`src/rtl/vga_strip_scanner.sv`:
```
// vga_strip_scanner: VGA timing and address generator for a dual-bank strip
// framebuffer. The beam reads one bank while the renderer fills the other one
// strip ahead. Sync, blanking and pixel data leave through a delay line that
// absorbs the BRAM read latency.
module vga_strip_scanner #(
  parameter int H_ACTIVE    = 640,
  parameter int H_FP        = 16,
  parameter int H_SYNC      = 96,
  parameter int H_BP        = 48,
  parameter int V_ACTIVE    = 480,
  parameter int V_FP        = 10,
  parameter int V_SYNC      = 2,
  parameter int V_BP        = 33,
  parameter int STRIP_LINES = 32,
  parameter int PIX_W       = 12,
  parameter int POS_W       = 10,
  parameter int ADDR_W      = 15,
  parameter int RD_LATENCY  = 1,
  parameter int SYNC_POL    = 0
) (
  input  logic              clk25M,
  input  logic              reset,
  output logic [ADDR_W-1:0] rd_addr,
  output logic              rd_bank,
  input  logic [PIX_W-1:0]  rd_data_a,
  input  logic [PIX_W-1:0]  rd_data_b,
  output logic              wr_en,
  output logic              wr_bank,
  output logic [ADDR_W-1:0] wr_addr,
  output logic [POS_W-1:0]  wr_hpos,
  output logic [POS_W-1:0]  wr_vpos,
  output logic [PIX_W-1:0]  rgb,
  output logic              de,
  output logic              hsync,
  output logic              vsync,
  output logic              line_tick,
  output logic              frame_tick
);

  localparam int H_TOTAL = H_ACTIVE + H_FP + H_SYNC + H_BP;
  localparam int V_TOTAL = V_ACTIVE + V_FP + V_SYNC + V_BP;
  localparam int SL_W    = (STRIP_LINES > 1) ? $clog2(STRIP_LINES) : 1;

  localparam logic [POS_W-1:0]  H_LAST    = POS_W'(H_TOTAL - 1);
  localparam logic [POS_W-1:0]  V_LAST    = POS_W'(V_TOTAL - 1);
  localparam logic [POS_W-1:0]  H_ACT     = POS_W'(H_ACTIVE);
  localparam logic [POS_W-1:0]  V_ACT     = POS_W'(V_ACTIVE);
  localparam logic [POS_W-1:0]  HS_ON     = POS_W'(H_ACTIVE + H_FP);
  localparam logic [POS_W-1:0]  HS_OFF    = POS_W'(H_ACTIVE + H_FP + H_SYNC);
  localparam logic [POS_W-1:0]  VS_ON     = POS_W'(V_ACTIVE + V_FP);
  localparam logic [POS_W-1:0]  VS_OFF    = POS_W'(V_ACTIVE + V_FP + V_SYNC);
  localparam logic [POS_W-1:0]  NORM_END  = POS_W'(V_ACTIVE - STRIP_LINES);
  localparam logic [POS_W-1:0]  PRE_START = POS_W'(V_TOTAL - STRIP_LINES);
  localparam logic [POS_W-1:0]  SL_P      = POS_W'(STRIP_LINES);
  localparam logic [SL_W-1:0]   SL_LAST   = SL_W'(STRIP_LINES - 1);
  localparam logic [ADDR_W-1:0] H_ACT_A   = ADDR_W'(H_ACTIVE);
  localparam logic              SYNC_ON   = 1'(SYNC_POL);

  // Parameter sanity: bad geometry stops elaboration.
  if (V_ACTIVE % STRIP_LINES != 0) begin : g_err_strip_div
    $error("vga_strip_scanner: V_ACTIVE must be a multiple of STRIP_LINES");
  end
  if (V_TOTAL - V_ACTIVE < STRIP_LINES) begin : g_err_vblank
    $error("vga_strip_scanner: vertical blanking shorter than one strip");
  end
  if ((longint'(1) << ADDR_W) < longint'(STRIP_LINES) * longint'(H_ACTIVE)) begin : g_err_addr
    $error("vga_strip_scanner: ADDR_W too small for one strip");
  end
  if (RD_LATENCY < 1) begin : g_err_lat
    $error("vga_strip_scanner: RD_LATENCY must be at least 1");
  end

  logic [POS_W-1:0] hpos_q, hpos_d;
  logic [POS_W-1:0] vpos_q, vpos_d;
  logic [SL_W-1:0]  sline_q, sline_d;
  logic [POS_W-1:0] strip_q, strip_d;
  logic             rd_bank_hold_q;

  logic             active, h_vis, win_norm, win_pre, hs_act, vs_act;
  logic [POS_W-1:0] pre_line;
  logic [ADDR_W-1:0] line_addr, pre_addr;

  logic [RD_LATENCY-1:0] de_pipe_q, bank_pipe_q, hs_pipe_q, vs_pipe_q;
  logic [PIX_W-1:0] rgb_q;
  logic             de_q, hsync_q, vsync_q;

  // Next-state for the beam counters; sline/strip step with vpos, no divider.
  always_comb begin
    hpos_d  = hpos_q + POS_W'(1);
    vpos_d  = vpos_q;
    sline_d = sline_q;
    strip_d = strip_q;
    if (hpos_q == H_LAST) begin
      hpos_d = '0;
      if (vpos_q == V_LAST) begin
        vpos_d  = '0;
        sline_d = '0;
        strip_d = '0;
      end else begin
        vpos_d = vpos_q + POS_W'(1);
        if (sline_q == SL_LAST) begin
          sline_d = '0;
          strip_d = strip_q + POS_W'(1);
        end else begin
          sline_d = sline_q + SL_W'(1);
        end
      end
    end
  end

  // Beam counter and displayed-bank hold registers.
  always_ff @(posedge clk25M) begin
    if (reset) begin
      hpos_q         <= '0;
      vpos_q         <= '0;
      sline_q        <= '0;
      strip_q        <= '0;
      rd_bank_hold_q <= 1'b0;
    end else begin
      hpos_q         <= hpos_d;
      vpos_q         <= vpos_d;
      sline_q        <= sline_d;
      strip_q        <= strip_d;
      rd_bank_hold_q <= rd_bank;
    end
  end

  // Region decode and address arithmetic shared by the read and write sides.
  always_comb begin
    h_vis     = hpos_q < H_ACT;
    active    = h_vis && (vpos_q < V_ACT);
    win_norm  = h_vis && (vpos_q < NORM_END);
    win_pre   = h_vis && (vpos_q >= PRE_START);
    hs_act    = (hpos_q >= HS_ON) && (hpos_q < HS_OFF);
    vs_act    = (vpos_q >= VS_ON) && (vpos_q < VS_OFF);
    pre_line  = vpos_q - PRE_START;
    line_addr = ADDR_W'(sline_q) * H_ACT_A + ADDR_W'(hpos_q);
    pre_addr  = ADDR_W'(pre_line) * H_ACT_A + ADDR_W'(hpos_q);
  end

  // Read side: the bank only changes on visible pixels, so it holds in blanking.
  always_comb begin
    rd_addr = '0;
    rd_bank = rd_bank_hold_q;
    if (reset) begin
      rd_bank = 1'b0;
    end else if (active) begin
      rd_addr = line_addr;
      rd_bank = strip_q[0];
    end
  end

  // Write window: one strip ahead of the beam, or strip 0 during vblank.
  always_comb begin
    wr_en   = 1'b0;
    wr_bank = ~rd_bank;
    wr_addr = '0;
    wr_hpos = '0;
    wr_vpos = '0;
    if (!reset) begin
      if (win_norm) begin
        wr_en   = 1'b1;
        wr_bank = ~strip_q[0];
        wr_addr = line_addr;
        wr_hpos = hpos_q;
        wr_vpos = vpos_q + SL_P;
      end else if (win_pre) begin
        wr_en   = 1'b1;
        wr_bank = 1'b0;
        wr_addr = pre_addr;
        wr_hpos = hpos_q;
        wr_vpos = pre_line;
      end
    end
  end

  // Line and frame pulses decoded straight from the counters.
  always_comb begin
    line_tick  = !reset && (hpos_q == H_ACT);
    frame_tick = !reset && (hpos_q == '0) && (vpos_q == V_ACT);
  end

  // Delay line matching the BRAM read latency; reset flushes it to blank.
  always_ff @(posedge clk25M) begin
    if (reset) begin
      de_pipe_q   <= '0;
      bank_pipe_q <= '0;
      hs_pipe_q   <= '0;
      vs_pipe_q   <= '0;
    end else begin
      de_pipe_q[0]   <= active;
      bank_pipe_q[0] <= rd_bank;
      hs_pipe_q[0]   <= hs_act;
      vs_pipe_q[0]   <= vs_act;
      for (int i = 1; i < RD_LATENCY; i++) begin
        de_pipe_q[i]   <= de_pipe_q[i-1];
        bank_pipe_q[i] <= bank_pipe_q[i-1];
        hs_pipe_q[i]   <= hs_pipe_q[i-1];
        vs_pipe_q[i]   <= vs_pipe_q[i-1];
      end
    end
  end

  // Output register: pick the bank the data was read from, blank outside de.
  always_ff @(posedge clk25M) begin
    if (reset) begin
      rgb_q   <= '0;
      de_q    <= 1'b0;
      hsync_q <= ~SYNC_ON;
      vsync_q <= ~SYNC_ON;
    end else begin
      de_q    <= de_pipe_q[RD_LATENCY-1];
      rgb_q   <= de_pipe_q[RD_LATENCY-1] ?
                 (bank_pipe_q[RD_LATENCY-1] ? rd_data_b : rd_data_a) : '0;
      hsync_q <= hs_pipe_q[RD_LATENCY-1] ? SYNC_ON : ~SYNC_ON;
      vsync_q <= vs_pipe_q[RD_LATENCY-1] ? SYNC_ON : ~SYNC_ON;
    end
  end

  assign rgb   = rgb_q;
  assign de    = de_q;
  assign hsync = hsync_q;
  assign vsync = vsync_q;

endmodule

```
`config.mk`:
```
export PLATFORM = sky130hd
export DESIGN_NAME = vga_strip_scanner
export DESIGN_NICKNAME = d
export VERILOG_FILES = /design/src/rtl/vga_strip_scanner.sv
export SDC_FILE = /design/constraint.sdc
export NUM_CORES = 1
export LEC_CHECK = 0
export BUFFER_PORTS_ARGS = -buffer_cell sky130_fd_sc_hd__buf_2
export CORE_MARGIN = 1.5
export CORE_UTILIZATION = 36
export DETAILED_ROUTE_END_ITERATION = 10
export GPL_TIMING_DRIVEN = 0
export PLACE_DENSITY = 0.69
export RECOVER_POWER = 50
export SLEW_MARGIN = 10
export SYNTH_ARGS = -nofsm -noshare
export SYNTH_HDL_FRONTEND = slang
export SYNTH_SLANG_ARGS = --single-unit
```
`constraint.sdc`:
```
create_clock -name clk25M -period 4.3 [get_ports clk25M]
set_input_delay 0.86 -clock clk25M [delete_from_list [all_inputs] [get_ports clk25M]]
set_output_delay 0.86 -clock clk25M [all_outputs]
set_load 0.02 [all_outputs]
```
Word level (Yosys, flattened, before mapping)
Cells that the tools add are included.
W data, S select, Z words.
{"block": "totals", "reg_bits": 54, "word_cells": 79}
{"block": "classes", "addsub": 8, "mul": 2, "n_lt_le_gt_ge": 8, "eq_ne": 5, "mux": 27, "bitwise": 3, "reduce_logical": 14}
{"cell": "$mux W10", "n": 9}
{"cell": "$mux W15", "n": 5}
{"cell": "$add A10 B1 Y10 const B", "n": 3}
{"cell": "$add A15 B10 Y15", "n": 2}
{"cell": "$eq A10 B10 Y1 const B", "n": 3}
{"cell": "$lt A10 B9 Y1 const B", "n": 3}
{"cell": "$ge A10 B9 Y1 const B", "n": 2}
{"cell": "$lt A10 B10 Y1 const B", "n": 2}
{"cell": "$mux W12", "n": 1}
{"cell": "$add A10 B6 Y10 const B", "n": 1}
{"cell": "$eq A10 B9 Y1 const B", "n": 1}
{"cell": "$ge A10 B10 Y1 const B", "n": 1}
{"cell": "$logic_not A10 Y1", "n": 1}
{"cell": "$mul A10 B3 Y8 const B", "n": 1}
{"cell": "$mux W1", "n": 10}
{"cell": "$mux W5", "n": 2}
{"cell": "$sub A10 B9 Y10 const B", "n": 1}
{"cell": "$logic_and A1 B1 Y1", "n": 8}
{"cell": "$mul A5 B3 Y8 const B", "n": 1}
{"cell": "$add A5 B1 Y5 const B", "n": 1}
{"cell": "$eq A5 B5 Y1 const B", "n": 1}
{"cell": "$reduce_or A2 Y1", "n": 2}
{"cell": "$not A1 Y1", "n": 3}
{"cell": "$reduce_and A2 Y1", "n": 1}
{"cell": "other kinds (2)", "n": 2}

Longest topological paths before layout
Gate-level depths: netlist of run 1.
{"block": "logic_depth", "depth_word": 8, "depth_mapped": 14, "mapped_depth_nobuf": 13}

Worst setup path before layout of run 1
Ideal clock, no wire load.
{"block": "synth_path", "kind": "reg2out", "startpoint": "register vpos_q[0]", "endpoint": "output wr_addr[14]", "arrival_ns": 2.881, "required_time_ns": 3.440, "setup_slack_ns": 0.559, "stages_incl_launch_ff": 14, "path_cell_list": "dfxtp_1 -> buf_2 -> inv_1 -> ha_1 -> nor2_1 -> xnor2_1 -> ha_1 -> inv_1 -> fa_1 -> nand2b_1 -> nor3_1 -> nor4bb_1 -> mux2i_1 -> o21ai_0"}
{"block": "synth_between", "elab_chain_len": 6, "word_cells_on_any_way": 10, "classes_between": "add/sub: 2; mul: 1; order compare: 2; mux: 3; reduce/logical: 2"}
{"element": "from (decl)", "line_no": "74", "text": "logic [POS_W-1:0] vpos_q, vpos_d;"}
{"element": "from (signal assigned)", "line_no": "121", "text": "vpos_q <= vpos_d;"}
{"element": "$sub A10 B9 Y10", "line_no": "136", "text": "pre_line = vpos_q - PRE_START;"}
{"element": "$mul A10 B3 Y8", "line_no": "138", "text": "pre_addr = ADDR_W'(pre_line) * H_ACT_A + ADDR_W'(hpos_q);"}
{"element": "$add A15 B10 Y15", "line_no": "138"}
{"element": "$mux W15", "line_no": "167", "text": "end else if (win_pre) begin"}
{"element": "$mux W15 (*)", "line_no": "161", "text": "if (win_norm) begin"}
{"element": "$mux W15 (*)", "line_no": "160", "text": "if (!reset) begin"}
{"element": "to (decl)", "line_no": "29", "text": "output logic [ADDR_W-1:0] wr_addr,"}
Every way passes the cells marked *; elsewhere a longest branch is shown, timed or not.

Worst setup path after layout of run 1
Ends and elaborated chain as after synthesis.

==> metrics.txt, run 1 <==
initial antenna violation count=0; HPWL Detailed=7.10 mm; CTS H-tree lvls=2; GRT overflow=0; Post-synth EDFFs=0; P per Cell Area=210 nW/um^2; Pleak=2.01 nW; number of global-route vias before repair=around 3100; CP peak stage delay=0.47 ns; CP required=3.44 ns; Final setup viols=0; Setup CP Type=reg -> out; period utilisation layout=slightly below 100%; Flop pwr share=48.7%; CP Buf/Inv Count=5; crit path max fanout=9; final WL=9.08 mm; number of CTS-inserted buffers=5; biggest area consumer among synthesized cells=dfxtp_1; Post-route DRC=0; final slew viol count=0; Crit-path slowest cell=fa_2; via count=3279; # rows=35; wire per inst=14.3 um; drt pass-1 iters=4; Rel. slew slack=29.6%; setup TNS=0 ns; diodes inserted=0; worst-skew pair later-pin latency=0.30 ns; Synth top area share=about a quarter; Slew @ Worst Pin=between 1 and 1.5 ns; Syn Inst Count=approximately 420; die area=10100 um^2; Core Box Area=9200 um^2; Post-Syn Nets=482; Hold Crit Class=reg -> reg; TritonCTS clock tree=built; reg-to-reg slack, setup=1.56 ns; root buffer cell=clkbuf_8; largest cells by area after synthesis=dfxtp_1 26%, ha_1 11%, nor2_1 7.8%, xnor2_1 4.9%, xor2_1 4.4%; number of nets with antenna violations after routing=0; ys flop type=dfxtp_1; Tot GR Track Use=17.7%; combinational power share=under 10%; worst vdd ir=around 0.20 mV; Mean Syn Cell Area=8.07 um^2; Initial Utilization=a little under two fifths; largest net degree at the start of global routing=15; #FFs+latches synth=between 40 and 50; Die Ht=between 100 and 150 um; register area share after synthesis=26.4%; maximum clock rate=242 MHz; Die Wd=about 100 um; minimum clock period=around 4.1 ns; worst path cell trace=buf_6 > clkinvlp_4 > ha_4 > inv_1 > ha_1 > ha_1 > inv_1 > fa_2 > nand2b_1 > nor3_2 > nor4bb_2 > mux2i_1 > o21ai_0 > buf_2; FFs w/ async S/R, synth=0%; P_int=682 uW; max cap viols=0; CP arrival=3.27 ns; final net count=585; area growth from synthesis to layout=22.6%; Distinct cells, synth=54; via density per instance=about 5.1; Max Buffers Root-to-Sink=2; crit start category=register; port buffer count=95; Post-Synthesis Cell Area=between 3000 and 4000 um^2; RSZ-0062 raised after global routing=false; layout cells sized above 1=a little under a quarter; final hold vios=0; clock skew=0.00566 ns; clock-pin slew on the worst setup and hold paths=0.09 ns; Sw Pwr=198 uW; GPL Wtd Cong=0.866; family with the most delay on the worst path=adder cells; outcome=finished, final reports clean; Ys Warns=0; most frequent cell after synthesis=nor2_1; CTS Sinks=45; CTS Hold Buffers Added=0; Fill cells=956; Crit. End Element=output port; switch share=between 20% and 30%; Clock Power Share=43.1%; hold_ws=0.380 ns; Commonest cells post-synth=71 x nor2_1, 45 x dfxtp_1, 30 x ha_1, 25 x a21oi_1, 22 x nor3_1; DR iter-0 viols=~150; IO Pins=between 90 and 100; first-pass GRT wire length=around 14 mm
## power groups by stage
stage / Clock, mW / Sequential (mW) / Combinational, mW
after detailed placement: 0 / 0.438 / 0.0736
after CTS: 0.387 / 0.429 / 0.0742
final: 0.379 / 0.428 / 0.0717
after global placement: 0 / 0.438 / 0.0722
after global routing: 0.406 / 0.429 / 0.0788
after floorplan: 0 / 0.444 / 0.0360
## path summary, 6_finish.rpt
kind,startpoint,to,cells after the start
worst max-delay path,vpos_q[0],wr_addr[14],14
worst max register to register,hpos_q[0],vpos_q[4],7
worst min-delay path,hs_pipe_q,hsync,1
worst min register to register,hs_pipe_q,hsync,1
## final cells by class
class	instances	area, um^2	area share, %
buffer	32	185	4.43
tap	111	139	3.32
sequential	45	903	21.6
clock buffer	5	68.8	1.65
inverter	19	75.1	1.80
clock inverter	3	65.1	1.56
multi-input combinational	326	2280	54.5
timing repair buffer	96	463	11.1
## worst register-to-register path, cell delays in order (launching register included)
cell and delay, ns:
dfxtp_1 0.40, ha_1 0.22, nand3_1 0.23, nor4_1 0.91, clkbuf_1 0.53, nand2_1 0.13, xor2_1 0.17, nor2_1 0.09
## cells in the final DEF (no fill, tap or decap), types with 3 or more instances in the layout
cell type   n
xor2_1     16
a21o_1     10
inv_1      18
nor2b_1     6
a22oi_1     6
o21ai_0    10
dfxtp_1    43
mux2i_1    13
clkbuf_1   28
ha_1       28
nor2_1     70
xnor2_1    17
nand3_1     8
and2_1      7
buf_2      86
nand2_1    19
clkbuf_8    5
nand4_1     5
o22ai_1     3
nor4_1      4
fa_1        3
nand2b_1    7
nor3_1     21
a21oi_1    24
buf_4      12
and3_1     12
## sequential cells by signal, indices dropped and copies added (netlist names)
signal       cells
rgb             12
hpos_q          10
vpos_q          10
sline_q          5
bank_pipe_q      1
de               1
de_pipe_q        1
hs_pipe_q        1
hsync            1
strip_q          1
vs_pipe_q        1
vsync            1
## per-stage QoR
stage               std cells  utilization (%)  setup slack [ns]  instance area, um^2  total power [mW]
floorplan                 422                -             0.559                 3410             0.480
global placement          628             43.7             0.244                 4020             0.510
detailed placement        628             43.7             0.165                 4020             0.512
CTS                       636             45.5            0.0155                 4180             0.890
global route              637             45.4            0.0115                 4180             0.914
finish                    637             45.4             0.168                 4180             0.879
## cells by family after synthesis
kind of cell / Yosys count / share of synthesized area, %
and+or+nand+nor: 175 / 26.5
AOI/OAI and AO/OA: 67 / 12.5
buffers and inverters: 51 / 7.45
DFF: 45 / 26.4
xor gates and xnor gates: 37 / 9.92
adders and majority gates: 34 / 13.4
muxes: 13 / 3.82
## timing repair
item                       CTS  global route
setup endpoints to repair    2             3
gates cloned                 0             0
setup buffers                0             1
resized for setup            6            11
## per-layer routing
| layer | up-vias | GRT usage [%] | share of wire, % |
|---|---|---|---|
| met5 | - | 0 | 0 |
| met4 | 0 | 5.63 | 1.6 |
| met3 | 11 | 3.62 | 4.9 |
| li1 | 1639 | - | - |
| met1 | 1540 | 20.9 | 43 |
| met2 | 89 | 32.0 | 50 |
Note: power is estimated with default switching activity, not from simulation.
==> run 2: changes to the inputs <==
--- a/config.mk
+++ b/config.mk
@@ -7,10 +7,10 @@
 export LEC_CHECK = 0
 export BUFFER_PORTS_ARGS = -buffer_cell sky130_fd_sc_hd__buf_2
 export CORE_MARGIN = 1.5
-export CORE_UTILIZATION = 36
+export CORE_UTILIZATION = 53
 export DETAILED_ROUTE_END_ITERATION = 10
 export GPL_TIMING_DRIVEN = 0
-export PLACE_DENSITY = 0.69
+export PLACE_DENSITY = 0.91
 export RECOVER_POWER = 50
 export SLEW_MARGIN = 10
 export SYNTH_ARGS = -nofsm -noshare
==> metrics.txt, run 2 (synthesis results as in run 1) <==
GRT overflow=0 (unchanged); P per Cell Area=200 nW/um^2 (-4.8%); CTS H-tree lvls=2 (unchanged); drt pass-1 iters=5 (+1); Core Box Area=6280 um^2 (-32%); period utilisation layout=98.5% (+2.4 points); Post-route DRC=0 (unchanged); final hold vios=0 (unchanged); # rows=29 (-17%); Setup CP Type=reg -> out; Fill cells=477 (-50%); DR iter-0 viols=287 (+95%); Max Buffers Root-to-Sink=2 (unchanged); worst-skew pair later-pin latency=0.30 ns (about the same); layout cells sized above 1=25.0% (+1.0 points); CP Buf/Inv Count=5 (unchanged); CP arrival=3.37 ns (+0.10 ns); setup TNS=0 ns (unchanged); number of global-route vias before repair=3174 (+1.2%); first-pass GRT wire length=14.0 mm (-2.9%); outcome=finished, final reports clean; root buffer cell=clkbuf_8; clock skew=0.00649 ns (+0.000828 ns); GPL Wtd Cong=0.894 (+3.2%); clock-pin slew on the worst setup and hold paths=0.09 ns (about the same); Final WS setup=0.0664 ns (-0.101 ns); CTS Sinks=45 (unchanged); Crit-path slowest cell=fa_1; die area=6920 um^2 (-31%); most common cell after layout, fill and taps aside=buf_2; pre-CTS WS=0.231 ns (+0.0665 ns); wire per inst=15.1 um (+5.7%); Pleak=2.02 nW (+0.68%); port buffer count=95 (unchanged); number of nets with antenna violations after routing=0 (unchanged); area growth from synthesis to layout=22.6% (about the same); largest net degree at the start of global routing=15 (unchanged); crit path max fanout=9 (unchanged); Hold Crit Class=reg -> reg; Slew @ Worst Pin=1.05 ns (+0.00765 ns); minimum clock period=4.23 ns (+0.101 ns); final core utilization=66.5% (+21 points); CTS Hold Buffers Added=0 (unchanged); family with the most delay on the worst path=adder cells; max cap viols=0 (unchanged); TritonCTS clock tree=built; Crit. End Element=output port; via density per instance=5.71 (+11%); worst vdd ir=0.226 mV (+15%); hold_ws=0.390 ns (+0.0108 ns); worst path cell trace=buf_6 > clkinvlp_4 > ha_4 > inv_4 > ha_1 > ha_2 > inv_2 > fa_1 > nand2b_4 > nor3_4 > nor4bb_4 > mux2i_1 > o21ai_1 > buf_4; final net count=587 (+0.34%); CP required=3.44 ns (about the same); number of flip-flops under the largest register name=12 (unchanged); number of CTS-inserted buffers=5 (unchanged); Initial Utilization=54.3% (+17 points); Die Ht=83.2 um (-17%); Rel. slew slack=29.1% (-0.51 points); crit start category=register; Die Wd=83.2 um (-17%); Tot GR Track Use=24.2% (+6.5 points); final slew viol count=0 (unchanged); maximum clock rate=236 MHz (-2.4%); initial antenna violation count=0 (unchanged); IO Pins=96 (unchanged); via count=3455 (+5.4%); Design Power=837 uW (-4.8%); final WL=9.12 mm (+0.41%); HPWL Detailed=6.68 mm (-5.8%); diodes inserted=0 (unchanged); CP peak stage delay=0.53 ns (+0.06 ns); Final setup viols=0 (unchanged); commonest non-fill, non-tap cells in the layout=86 x buf_2, 70 x nor2_1, 43 x dfxtp_1, 27 x clkbuf_1, 27 x ha_1
## run 2: cell count changes in the layout (fill, tap and decap cells not counted), sizes merged
cell / change
buf: +3
clkinvlp: +1
bufinv: -1
clkinv: -1
## run 2: repair_timing
action | in CTS | in global routing
setup endpoints to repair | 2 | 3
resized for setup | 2 | 24
endpoints found under the hold margin | 0 | 0
pin swaps | 0 | 6
buffers inserted | 0 | 3
## run 2: final cells by class
type	count	area, um^2	area share [%]
Sequential cell	45	903	21.6
Clock inverter	2	37.5	0.899
Multi-Input combinational cell	326	2310	55.4
Tap cell	77	96.3	2.31
Timing Repair Buffer	98	480	11.5
Clock buffer	6	82.6	1.98
Buffer	32	186	4.46
Inverter	19	77.6	1.86
## run 2: report_power, final
part / leakage, nW / total, mW / switching [mW] / internal [mW]
clock: 0.0574 / 0.336 / 0.147 / 0.189
combinational: 1.60 / 0.0728 / 0.0465 / 0.0264
sequential: 0.367 / 0.428 / 0.00362 / 0.424
## run 2: path summary, 6_finish.rpt
kind / to / cells after the start / startpoint / slack, ns
max: wr_addr[14] / 14 / vpos_q[0] / 0.07
min: vsync / 1 / vs_pipe_q / 0.39
max reg2reg: vpos_q[4] / 7 / hpos_q[0] / 1.59
min reg2reg: vsync / 1 / vs_pipe_q / 0.39
## run 2: worst reg2reg max path, delay by kind of cell (launching register included)
kind / cells / cell delay, ns
simple gates: 4 / 1.40
buf+inv: 1 / 0.50
xor+xnor: 1 / 0.17
flops: 1 / 0.38
fa+ha+maj: 1 / 0.21
## run 2: routing by layer
| layer | global-route usage (%) | vias up | share of wire (%) |
|---|---|---|---|
| li1 | - | 1657 | - |
| met5 | 0 | - | 0 |
| met4 | 13.2 | 0 | 4.5 |
| met2 | 41.3 | 160 | 50 |
| met1 | 29.1 | 1594 | 40 |
| met3 | 3.88 | 44 | 5.7 |
## run 2: metrics by stage
step	instances	area [um^2]
final	605	4180
after global routing	605	4180
after CTS	602	4100
after detailed placement	594	3980
after global placement	594	3980
after floorplan	422	3410
==> run 3: changes to the inputs <==
--- a/config.mk
+++ b/config.mk
@@ -11,7 +11,6 @@
 export DETAILED_ROUTE_END_ITERATION = 10
 export GPL_TIMING_DRIVEN = 0
 export PLACE_DENSITY = 0.91
-export RECOVER_POWER = 50
 export SLEW_MARGIN = 10
 export SYNTH_ARGS = -nofsm -noshare
 export SYNTH_HDL_FRONTEND = slang
==> metrics.txt, run 3 (synthesis results as in run 1) <==
worst vdd ir=0.226 mV (+0.22%); Finished Cell Area=4230 um^2 (+1.3%); Post-route DRC=0 (unchanged); most common cell after layout, fill and taps aside=buf_2; Crit. End Element=output port; Die Wd=83.2 um (unchanged); clock skew=0.00670 ns (+0.000215 ns); CTS Sinks=45 (unchanged); GRT overflow=0 (unchanged); crit start category=register; drt pass-1 iters=5 (unchanged); outcome=finished, final reports clean; layout cells sized above 1=29.0% (+4.0 points); Initial Utilization=54.3% (unchanged); final WL=9.07 mm (-0.55%); Setup CP Type=reg -> out; final net count=587 (unchanged); wire per inst=15.0 um (-0.55%); placed cell count=594 (unchanged); number of global-route vias before repair=3174 (unchanged); final slew viol count=0 (unchanged); worst-skew pair later-pin latency=0.30 ns (about the same); port buffer count=95 (unchanged); number of nets with antenna violations after routing=0 (unchanged); clock-pin slew on the worst setup and hold paths=0.09 ns (about the same); largest net degree at the start of global routing=15 (unchanged); # rows=29 (unchanged); hold_ws=0.391 ns (+0.000280 ns); Post-DP Area=3980 um^2 (unchanged); TritonCTS clock tree=built; IO Pins=96 (unchanged); Core Box Area=6280 um^2 (unchanged); die area=6920 um^2 (unchanged); Design Power=840 uW (+0.37%); diodes inserted=0 (unchanged); minimum clock period=4.23 ns (-0.000733 ns); first-pass GRT wire length=14.0 mm (unchanged); commonest non-fill, non-tap cells in the layout=104 x buf_2, 70 x nor2_1, 43 x dfxtp_1, 27 x ha_1, 25 x a21oi_1; Tot GR Track Use=24.2% (unchanged); CP required=3.44 ns (about the same); number of CTS-inserted buffers=5 (unchanged); Slew @ Worst Pin=0.734 ns (-0.320 ns); DR iter-0 viols=283 (-1.4%); GPL Wtd Cong=0.894 (unchanged); Final setup viols=0 (unchanged); P per Cell Area=199 nW/um^2 (-0.91%); initial antenna violation count=0 (unchanged); Die Ht=83.2 um (unchanged); crit path max fanout=9 (unchanged); CP Buf/Inv Count=5 (unchanged); area growth from synthesis to layout=24.2%; CP peak stage delay=0.53 ns (about the same); non-filler cells in the finished layout=605 (unchanged); CTS H-tree lvls=2 (unchanged); root buffer cell=clkbuf_8; max cap viols=0 (unchanged); Hold Crit Class=reg -> reg; number of flip-flops under the largest register name=12 (unchanged); worst path cell trace=buf_6 > clkinvlp_4 > ha_4 > inv_4 > ha_1 > ha_2 > inv_2 > fa_1 > nand2b_4 > nor3_4 > nor4bb_4 > mux2i_1 > o21ai_1 > buf_4; HPWL Detailed=6.68 mm (unchanged); via density per instance=5.72 (+0.14%); CP arrival=3.37 ns (about the same); Pleak=2.09 nW (+3.3%); Crit-path slowest cell=fa_1; Rel. slew slack=51.1% (+22 points); via count=3460 (+0.14%); Fill cells=457 (-4.2%); Max Buffers Root-to-Sink=2 (unchanged); final hold vios=0 (unchanged); maximum clock rate=236 MHz (about the same); family with the most delay on the worst path=adder cells; period utilisation layout=98.4% (about the same)
## run 3: cell types whose count changed in the layout (fill, tap and decap cells not counted)
cell      delta
nor4_1       -1
o21ai_2      +1
nor4_4       +1
nand3_4      +1
o21ai_0      -1
clkbuf_1    -19
buf_2       +18
buf_1        +1
nand3_1      -1
## run 3: path summary, 6_finish.rpt
kind | start | end | slack (ns) | cells after the start
hold reg to reg | vs_pipe_q | vsync | 0.39 | 1
hold / removal | vs_pipe_q | vsync | 0.39 | 1
setup reg to reg | vpos_q[0] | sline_q[3] | 2.27 | 10
setup / recovery | vpos_q[0] | wr_addr[14] | 0.07 | 14
## run 3: worst reg2reg max path: stages, from the launching register on
cell and delay (ns):
dfxtp_2 0.35, buf_6 0.14, clkinvlp_4 0.11, ha_4 0.14
nand4_1 0.14, nor4_4 0.35, or2_2 0.18, buf_2 0.16
nor2b_1 0.07, o21ai_0 0.18, a21oi_1 0.09
## run 3: layer usage
metal,vias up,track usage (%),share of wire [%]
met1,1611,29.1,40
met5,-,0,0
li1,1661,-,-
met2,144,41.3,50
met4,0,13.2,4.6
met3,44,3.88,5.6
## run 3: metrics by stage
step	utilization [%]	TNS, ns	setup WS [ns]
after floorplan	-	0	0.559
after global placement	63.4	0	0.270
after detailed placement	63.4	0	0.231
after CTS	65.4	0	0.00525
after global routing	67.4	-0.0533	-0.0314
final	67.4	0	0.0671
## run 3: cell type report
class / count / area (um^2) / area share (%)
multi-input combinational: 326 / 2340 / 55.4
tap: 77 / 96.3 / 2.28
buffer: 32 / 189 / 4.47
sequential: 45 / 903 / 21.4
inverter: 19 / 77.6 / 1.83
clock inverter: 2 / 37.5 / 0.887
clock buffer: 6 / 82.6 / 1.95
timing repair buffer: 98 / 500 / 11.8
## run 3: timing repair
action / in CTS / in global routing
resized for setup: 2 / 24
pin swaps: 0 / 6
gates cloned: 0 / 0
buffers inserted: 0 / 3
endpoints found under the setup margin: 2 / 3
hold buffers: 0 / 0
## run 3: power by group
part	internal, mW	switching [mW]
Clock	0.189	0.149
Sequential	0.424	0.00388
Combinational	0.0280	0.0462
